<file path="src/rtl/vga_pkg.sv">
// Shared text-overlay geometry and reveal FSM types.
// Imported by the character source and its font ROM.
package vga_pkg;

  localparam int unsigned CHAR_W = 8;
  localparam int unsigned CHAR_H = 16;
  localparam int unsigned TEXT_COLS = 16;
  localparam int unsigned TEXT_ROWS = 16;
  localparam int unsigned TEXT_CELLS = TEXT_COLS * TEXT_ROWS;

  localparam logic [6:0] DEFAULT_BLANK_CODE = 7'h20;

  typedef enum logic [1:0] {
    IDLE,
    REVEAL,
    DONE
  } reveal_state_e;

endpackage

</file>
<file path="src/rtl/font_rom_8x16.sv">
// 128 x 16 x 8 glyph ROM, one registered read per cycle.
// Printable codes without a dedicated glyph draw a hollow box.
module font_rom_8x16
  import vga_pkg::*;
(
  input  logic              clk,
  input  logic [10:0]       addr,
  output logic [CHAR_W-1:0] data
);

  logic [6:0]        code;
  logic [3:0]        row;
  logic [CHAR_W-1:0] data_d;
  logic [CHAR_W-1:0] data_q;

  assign code = addr[10:4];
  assign row  = addr[3:0];

  always_comb begin
    data_d = '0;
    case (code)
      7'h41: begin
        case (row)
          4'd2:    data_d = 8'h10;
          4'd3:    data_d = 8'h38;
          4'd4:    data_d = 8'h6C;
          4'd5:    data_d = 8'hC6;
          4'd6:    data_d = 8'hC6;
          4'd7:    data_d = 8'hFE;
          4'd8:    data_d = 8'hC6;
          4'd9:    data_d = 8'hC6;
          4'd10:   data_d = 8'hC6;
          4'd11:   data_d = 8'hC6;
          default: data_d = 8'h00;
        endcase
      end
      7'h42: begin
        case (row)
          4'd2:    data_d = 8'hFC;
          4'd3:    data_d = 8'h66;
          4'd4:    data_d = 8'h66;
          4'd5:    data_d = 8'h66;
          4'd6:    data_d = 8'h7C;
          4'd7:    data_d = 8'h66;
          4'd8:    data_d = 8'h66;
          4'd9:    data_d = 8'h66;
          4'd10:   data_d = 8'h66;
          4'd11:   data_d = 8'hFC;
          default: data_d = 8'h00;
        endcase
      end
      default: begin
        // controls, space and DEL stay dark
        if (code > 7'h20 && code != 7'h7F) begin
          unique case (1'b1)
            (row == 4'd2 || row == 4'd13): data_d = 8'h7E;
            (row > 4'd2 && row < 4'd13):   data_d = 8'h42;
            default:                       data_d = 8'h00;
          endcase
        end
      end
    endcase
  end

  always_ff @(posedge clk) begin
    data_q <= data_d;
  end

  assign data = data_q;

endmodule

</file>
<file path="src/rtl/text_box_char_source.sv">
// Text-box character source: 16x16 text RAM, font lookup and
// a frame-paced typewriter reveal of the first TEXT_LEN cells.
module text_box_char_source
  import vga_pkg::*;
#(
  parameter int unsigned REVEAL_FRAMES = 4,
  parameter int unsigned TEXT_LEN      = 80,
  parameter logic [6:0]  BLANK_CODE    = DEFAULT_BLANK_CODE
) (
  input  logic              clk,
  input  logic              rst,
  input  logic              vsync_in,
  input  logic [7:0]        char_xy,
  input  logic [3:0]        char_line,
  input  logic              wr_en,
  input  logic [7:0]        wr_addr,
  input  logic [6:0]        wr_data,
  input  logic              restart,
  output logic [CHAR_W-1:0] char_pixels,
  output logic [8:0]        reveal_count,
  output logic              reveal_done
);

  localparam logic [7:0] FRM_LAST = 8'(REVEAL_FRAMES - 1);
  localparam logic [8:0] LEN      = 9'(TEXT_LEN);

  logic [6:0] text_ram [TEXT_CELLS] = '{default: BLANK_CODE};

  reveal_state_e state_q, state_d;
  logic [7:0]    frm_q, frm_d;
  logic [8:0]    cnt_q, cnt_d;
  logic          done_q, done_d;
  logic          vsync_prev_q;
  logic          frame_edge;

  logic [7:0]    xy_q;
  logic [3:0]    line_q;
  logic [6:0]    code_q;
  logic          pix_vld_q;
  logic [6:0]    show_code;
  logic [10:0]   rom_addr;
  logic [7:0]    rom_data;

  always_ff @(posedge clk) begin
    if (wr_en) begin
      text_ram[wr_addr] <= wr_data;
    end
  end

  assign frame_edge = vsync_in & ~vsync_prev_q;

  always_comb begin
    state_d = state_q;
    frm_d   = frm_q;
    cnt_d   = cnt_q;
    if (restart) begin
      state_d = IDLE;
      frm_d   = '0;
      cnt_d   = '0;
    end else if (frame_edge) begin
      unique case (state_q)
        IDLE: state_d = REVEAL;
        REVEAL: begin
          if (frm_q == FRM_LAST) begin
            frm_d = '0;
            cnt_d = cnt_q + 9'd1;
            if (cnt_q + 9'd1 == LEN) begin
              state_d = DONE;
            end
          end else begin
            frm_d = frm_q + 8'd1;
          end
        end
        DONE: state_d = DONE;
        default: state_d = IDLE;
      endcase
    end
    done_d = (state_d == DONE);
  end

  always_ff @(posedge clk) begin
    if (rst) begin
      state_q      <= IDLE;
      frm_q        <= '0;
      cnt_q        <= '0;
      done_q       <= 1'b0;
      vsync_prev_q <= 1'b0;
      xy_q         <= '0;
      line_q       <= '0;
      code_q       <= '0;
      pix_vld_q    <= 1'b0;
    end else begin
      state_q      <= state_d;
      frm_q        <= frm_d;
      cnt_q        <= cnt_d;
      done_q       <= done_d;
      vsync_prev_q <= vsync_in;
      xy_q         <= char_xy;
      line_q       <= char_line;
      code_q       <= text_ram[char_xy];
      pix_vld_q    <= 1'b1;
    end
  end

  // unrevealed cells, including everything past TEXT_LEN, read blank
  assign show_code = ({1'b0, xy_q} >= cnt_q) ? BLANK_CODE : code_q;
  assign rom_addr  = {show_code, line_q};

  font_rom_8x16 u_font (
    .clk  (clk),
    .addr (rom_addr),
    .data (rom_data)
  );

  assign char_pixels  = pix_vld_q ? rom_data : '0;
  assign reveal_count = cnt_q;
  assign reveal_done  = done_q;

endmodule

</file>
<file path="config.mk">
export PLATFORM = sky130hd
export DESIGN_NAME = text_box_char_source
export DESIGN_NICKNAME = d
export VERILOG_FILES = /design/src/rtl/vga_pkg.sv /design/src/rtl/font_rom_8x16.sv /design/src/rtl/text_box_char_source.sv
export SDC_FILE = /design/constraint.sdc
export NUM_CORES = 2
export LEC_CHECK = 0
export ABC_AREA = 1
export CORE_MARGIN = 2
export CORE_UTILIZATION = 35
export CTS_CLUSTER_SIZE = 30
export DETAILED_ROUTE_END_ITERATION = 16
export PLACE_DENSITY_LB_ADDON = 0.08
export SYNTH_ARGS = -nofsm -noshare
export SYNTH_HDL_FRONTEND = slang
export SYNTH_SLANG_ARGS = --single-unit
</file>
<file path="constraint.sdc">
create_clock -name clk -period 4.1 [get_ports clk]
set_input_delay 1.025 -clock clk [delete_from_list [all_inputs] [get_ports clk]]
set_output_delay 1.025 -clock clk [all_outputs]
set_load 0.02 [all_outputs]
</file>
---- Yosys cells after proc, flatten, opt, wreduce, memory -nomap -nowiden ----
Memory sizes are Yosys's and may differ from the RTL's. A register that Yosys moved wholly into a read port is not among the register bits.
Cells that the tools add are included.
storage, ports and cells
  memories kept ........................... 3
  latch bits .............................. 0
  flip-flop bits (word level) ............. 42
  ROM bits ................................ 224
  output and inout bits ................... 18
  word-level logic and storage cells ...... 53
  memory bits (writable) .................. 1792
  input port bits ......................... 32
cells by class
  multiply operators ...................... 0
  add/sub/neg operators ................... 2
  shifts and indexed selects .............. 0
  multiplexer cells ....................... 16
  reductions and logical operators ........ 7
  div/mod/pow operators ................... 0
  $lt $le $gt $ge ......................... 4
  bitwise gates (word level) .............. 2
  eq/ne operators ......................... 10
memories
  name              depth  width  rd ports  clocked after Yosys merged registers in  write ports  line                        text
  text_ram          256    7      1         1                                        1            text_box_char_source.sv:27  logic [6:0] text_ram [TEXT_CELLS] = '{default: BLANK_CODE};
  (name not given)  16     7      1         1                                        0            font_rom_8x16.sv:23         case (row)
  (name not given)  16     7      1         1                                        0            font_rom_8x16.sv:38         case (row)
operator list
  cell                   number
  $mux W8                3
  $pmux W8 S2            1
  $eq A7 B7 Y1 const B   2
  $pmux W7 S2            1
  $add A9 B1 Y9 const B  1
  $eq A9 B7 Y1 const B   1
  $ge A8 B9 Y1           1
  $add A8 B1 Y8 const B  1
  $eq A8 B2 Y1 const B   1
  $mux W2                4
  $mux W4                2
  $gt A7 B6 Y1 const B   1
  $mux W7                1
  $ne A7 B7 Y1 const B   1
  $pmux W2 S3            1
  $eq A2 B2 Y1 const B   2
  $eq A4 B2 Y1 const B   1
  $eq A4 B4 Y1 const B   1
  $gt A4 B2 Y1 const B   1
  $lt A4 B4 Y1 const B   1
  $mux W1                3
  $reduce_and A3 Y1      1
  $eq A2 B1 Y1 const B   1
  $logic_and A1 B1 Y1    2
  other kinds (6)        6

---- Longest topological paths before layout ----
  depth in word-level cells ............... 8
  depth in mapped cells ................... 15
  depth with buffers taken out ............ 13

---- Hierarchy ----
From an unflattened synthesis, not the netlist that was laid out.
second synthesis, totals
  cell total of the unflattened synthesis .. 6578
  area, all modules ....................... 75582.5 um2
modules (own cells, without submodules)
  module                instances  cells an instance  area an instance (um2)  seq. area each (um2)
  text_box_char_source  1          6467               74918.1                 54632.4
  font_rom_8x16         1          111                664.4                   140.1

---- Worst setup path after synthesis ----
Ideal clock, no wire load.
  kind .................................... in2reg
  start ................................... input wr_en
  end ..................................... memory text_ram[194][0], enable pin
  buffers on the path ..................... 2
  data required time ...................... 3.740 ns
  setup slack ............................. 1.643 ns
  stages .................................. 4
  library setup time ...................... 0.360 ns
  arrival ................................. 2.097 ns
  path through ............................ clkbuf_1 > nand3_1 > clkbuf_1 > nor2_1
between the ends
  longest elaborated chain between the ends .. 2
ends and longest elaborated chain
  item                           line                        text
  start, declared                text_box_char_source.sv:15  input logic wr_en,
  $mux W1                        text_box_char_source.sv:45  if (wr_en) begin
  $mux W1 (not written as such)  text_box_char_source.sv:46  text_ram[wr_addr] <= wr_data;
  end, declared                  text_box_char_source.sv:27
Every way passes these cells.

==> results <==
- The flow ran to the end, and the final reports show no timing, DRC or antenna violations.
- Sequential elements use 72.7% of the synthesized area.
- In this run the biggest area consumer among cell types represents 71.2% of the synthesized area.
- The H-tree level count is 4.
- Of the total synthesized cell area, the portion taken by full adders, half adders and majority gates is 0.232%.
- The die covers 0.220 mm².
- On the critical path the largest part of the delay comes from simple AND/OR/NAND/NOR gates.
- Cells fill 40.6% of the core in the end.
- After Yosys synthesis, and, or, nand and nor cells account for 23.2% of the synthesized area.
- The mean area per synthesized cell is 11.6 µm².
- The number of buffers and inverters on the critical path is 3.
- The uppermost signal routing layer after detailed routing is met4.
- For the pin with the worst max-slew slack, the measured transition is 1.03 ns.
- The number of global-route vias before repair is 48570.
- The portion of netlist area occupied by mux cells is 0.0133%.
- The flip-flop and latch count after synthesis is 1848.
- Input and output buffers added on the ports amount to 48.
- The type of the worst min-delay path is flip-flop to flip-flop.
- The total congestion overflow after global routing is 0.
- The part of the power in combinational logic is 6.5%.
- The maximum achievable frequency is 312 MHz.
- 50 I/O pins were placed.
- The count of unique library cells instantiated by Yosys is 32.
- The maximum number of buffers from clock root to sink is 3.
- Dividing the detail-routed via count by the number of cells gives 5.15.
- The global-route wire length before repair is 347 mm.
- The number of setup buffers added after CTS is 0.
- The largest net degree at the start of global routing is 103.
- The number of violations of the max-capacitance limit is 0.
- The number of iterations in the first detailed-routing pass is 7.
- The die extent in y is 469 µm.
- Compared with the post-synthesis result, the final layout area differs by 15.3%.
- The post-synthesis xor/xnor area fraction is 0.104%.
- The Yosys warning count is 0.
- The worst setup path is captured at a flip-flop.
- The floorplan has 170 rows.
- At the end of routability-driven placement, the weighted congestion stood at 0.830.
- For the worst setup path, the data arrival time is 3.95 ns.
- The x dimension of the die is 469 µm.
- The total track usage is 21.6%.
- The wire-length estimate of the detail-placed layout is 141 mm.
- The largest incremental delay on the critical path is 0.53 ns.
- The routed layout has 49931 vias.
- In the final layout, the share of cells above drive strength 1 is 9.39%.
- The internal power contribution is 31300 µW.
- The number of endpoints with negative hold slack in the final report is 0.
- Yosys mapped a number of flops with a built-in enable equal to 1792.
- The clock network fraction of total power is 42.7%.
- The cell that appears most often on the critical path is sky130_fd_sc_hd__nand3_1.
- In this run, the number of DRC markers left after iteration 0 of detailed routing was 4572.
- Counting every net in the synthesized netlist gives 6571.
- Summed over all layers, the routed wires come to 239 mm.
- The combinational family with the most area after synthesis is simple AND/OR/NAND/NOR gates.
- The post-detailed-route count of antenna-violating nets is 0.
- The number of buffers created by CTS is 205.
- The detailed-route wire length per cell is 24.6 µm.
- The net switching share of the total power is 23.4%.
- Adding up every negative setup slack in the final design gives 0 ns.
- The post-layout net count is 6741.
- Synthesis produced a netlist whose cell count is 6525.
- Wire segments on met3 add up to 11.0 mm in the final route.
- Data on the critical path is required at its endpoint by 4.85 ns.
- The clock root buffer master is sky130_fd_sc_hd__clkbuf_16.
- The number of antenna violations at the first check in global routing was 3.
- The worst setup path is launched from an input pin.
- The share of async-settable or async-resettable flops after synthesis is 0%.
- The critical path is of the input pin to flip-flop type.
- Registers are responsible for 50.8% of the overall power.
- In the routed design, unresolved DRC markers number 0.
- The later-pin clock latency in the skew report is 0.83 ns.
- The worst vdd rail ir drop is 0.447 mV.
- The power density normalized to cell area is 469 mW/mm².
- The predominant post-synthesis flop cell is sky130_fd_sc_hd__edfxtp_1.
- The time the worst path needs with I/O delays and setup is 3.20 ns.
- The headroom to the max-slew limit is 31.0%.
- The clock transition time at the flip-flop clock pins of the worst setup and hold paths is 0.06 ns.
- TritonCTS built the clock tree.
- In this run the standard cell core region covers 0.215 mm².
- The synthesized cell area is 0.0755 mm².
- Walking the worst path, the cells encountered are buf_8 > buf_12 > buf_4 > nand2_1 > nand3_1 > nand3_1 > nand3_1 > nand2_1 > nand2_1 > nand3_1 > nand3_1 > nand3_1 > a21oi_1.
- Setup repair after global routing left no endpoint under its margin.
- The synthesized netlist devotes 0.340% of its cell area to compound gates.
- The static power due to leakage is 0.0308 µW.
- Clock tree synthesis found a total of 1848 sinks.
- Wire segments on met2 add up to 112 mm in the final route.
- The net switching power is 9570 µW.
- The share of the cycle needed by the critical path after routing is 78.1%.
- Setup violations remaining at the end of the flow were counted as 0.
- Hold repair after CTS inserted 0 buffers.
- Of all nets on the critical path, the largest fanout is 94.
- The detailed router put a total of 112 mm of wire on met1.
- The largest area contributor in the synthesized netlist is sky130_fd_sc_hd__edfxtp_1.
- The number of instances resized during post-cts repair is 0.
- The slowest stage of the critical path belongs to the cell sky130_fd_sc_hd__buf_4.
- The worst-case clock skew is 0.0202 ns.
- Ranked by total cell area, the synthesized netlist is headed by sky130_fd_sc_hd__edfxtp_1 71%, sky130_fd_sc_hd__nand3_1 11%, sky130_fd_sc_hd__nand2_1 10%, sky130_fd_sc_hd__nor2_1 1.5%, sky130_fd_sc_hd__dfxtp_1 1.5%.
- The count of pins over their slew limit is 0.
- The initial utilization of the core area, before any placement, comes to 35.2%.
-- worst reg2reg max path: cells and delay by family, from the launching register on --
family | cells | cell delay [ns]
AOI/OAI and AO/OA | 4 | 0.47
adders and majority gates | 1 | 0.31
buffers and inverters | 2 | 0.30
DFF | 1 | 0.44
and+or+nand+nor | 3 | 0.50
-- Yosys cell counts, types with 2 or more instances --
cell type	instances
sky130_fd_sc_hd__inv_2	2
sky130_fd_sc_hd__nand2_1	2040
sky130_fd_sc_hd__edfxtp_1	1792
sky130_fd_sc_hd__o31ai_1	3
sky130_fd_sc_hd__nor3_1	10
sky130_fd_sc_hd__dfxtp_1	56
sky130_fd_sc_hd__nand3_1	1714
sky130_fd_sc_hd__nor2_1	311
sky130_fd_sc_hd__xor2_1	7
sky130_fd_sc_hd__nor3b_1	2
sky130_fd_sc_hd__buf_2	193
sky130_fd_sc_hd__buf_6	12
sky130_fd_sc_hd__inv_1	82
sky130_fd_sc_hd__nand4_1	8
sky130_fd_sc_hd__clkbuf_1	114
sky130_fd_sc_hd__o21ai_0	16
sky130_fd_sc_hd__xnor2_1	2
sky130_fd_sc_hd__o22ai_1	7
sky130_fd_sc_hd__a21oi_1	19
sky130_fd_sc_hd__buf_1	41
sky130_fd_sc_hd__buf_4	70
sky130_fd_sc_hd__ha_1	14
-- kinds of logic after synthesis --
logic type,count (synthesis)
other cells,1
xor+xnor,9
mux,1
fa+ha+maj,14
simple gates,4088
buf+inv,517
compound gates,47
flops,1848
-- final timing paths --
check | endpoint | slack, ns | from | depth (start not counted)
min | u_font.data[7] | 0.45 | flip-flop | 2
min reg2reg | u_font.data[7] | 0.45 | flip-flop | 2
max | code_q[5] | 0.90 | char_xy[0] | 13
max reg2reg | u_font.data[1] | 1.93 | reveal_count[2] | 10
-- sequential cells by signal, indices dropped and copies added (netlist names), named ones only --
name	count
reveal_count	9
pix_vld_q	1
xy_q	8
state_q	2
text_ram	1792
code_q	7
vsync_prev_q	1
frm_q	8
reveal_done	1
line_q	4
u_font.data	7
-- metrics by stage --
stage          setup slack (ns)  std cells  power (µW)  instance area [µm²]  hold WS [ns]
5_1_grt                   0.870       9698       42200                87100         0.463
2_1_floorplan              1.64       6525       22500                75500         0.425
3_5_place_dp              0.114       9326       23900                80900         0.441
6_report                  0.898       9699       40900                87100         0.445
3_3_place_gp              0.106       9326       23900                80900         0.440
4_1_cts                   0.992       9697       41300                87100         0.449
-- layer usage --
layer | vias to the layer above | GRT usage, %
li1 | 23315 | -
met1 | 25085 | 31.4
met2 | 1248 | 34.3
met3 | 283 | 2.66
met4 | 0 | 5.00
met5 | - | 0
-- cell type report --
cell class / instances / area (µm²)
fill: 20404 / 128000
sequential: 1848 / 54900
multi-input combinational: 4160 / 18100
clock buffer: 261 / 5530
timing repair buffer: 394 / 3920
tap: 2838 / 3550
clock inverter: 110 / 699
inverter: 86 / 357
antenna: 2 / 5.00
-- cells in the final DEF (no fill, tap or decap), types with 2 or more instances in the layout --
| master | instances |
|---|---|
| sky130_fd_sc_hd__buf_2 | 2 |
| sky130_fd_sc_hd__a21oi_1 | 19 |
| sky130_fd_sc_hd__nand4_1 | 8 |
| sky130_fd_sc_hd__bufinv_16 | 7 |
| sky130_fd_sc_hd__buf_12 | 64 |
| sky130_fd_sc_hd__xnor2_1 | 2 |
| sky130_fd_sc_hd__clkdlybuf4s50_1 | 35 |
| sky130_fd_sc_hd__xor2_1 | 7 |
| sky130_fd_sc_hd__o21ai_0 | 16 |
| sky130_fd_sc_hd__edfxtp_1 | 1792 |
| sky130_fd_sc_hd__inv_1 | 81 |
| sky130_fd_sc_hd__inv_8 | 2 |
| sky130_fd_sc_hd__o22ai_1 | 7 |
| sky130_fd_sc_hd__nand2_2 | 12 |
| sky130_fd_sc_hd__buf_4 | 283 |
| sky130_fd_sc_hd__o31ai_1 | 3 |
| sky130_fd_sc_hd__clkinv_1 | 59 |
| sky130_fd_sc_hd__inv_16 | 2 |
| sky130_fd_sc_hd__nor2_1 | 311 |
| sky130_fd_sc_hd__clkbuf_8 | 2 |
| sky130_fd_sc_hd__diode_2 | 2 |
| sky130_fd_sc_hd__dfxtp_1 | 56 |
| sky130_fd_sc_hd__clkbuf_1 | 46 |
| sky130_fd_sc_hd__inv_6 | 6 |
| sky130_fd_sc_hd__nand3_1 | 1714 |
| sky130_fd_sc_hd__nand2_1 | 2028 |
| sky130_fd_sc_hd__clkinv_2 | 33 |
| sky130_fd_sc_hd__buf_8 | 10 |
| sky130_fd_sc_hd__nor3_1 | 9 |
| sky130_fd_sc_hd__clkinvlp_4 | 4 |
| sky130_fd_sc_hd__clkbuf_16 | 213 |
| sky130_fd_sc_hd__ha_1 | 14 |
-- power groups by stage --
| stage | clock network [µW] | logic [µW] | registers [µW] |
|---|---|---|---|
| final | 17500 | 2640 | 20800 |
| after CTS | 17800 | 2680 | 20800 |
| after global routing | 18500 | 2880 | 20800 |
| after detailed placement | 0 | 2680 | 21200 |
| after floorplan | 0 | 1330 | 21200 |
| after global placement | 0 | 2670 | 21200 |
No activity file was read; power rests on OpenSTA's default activity.
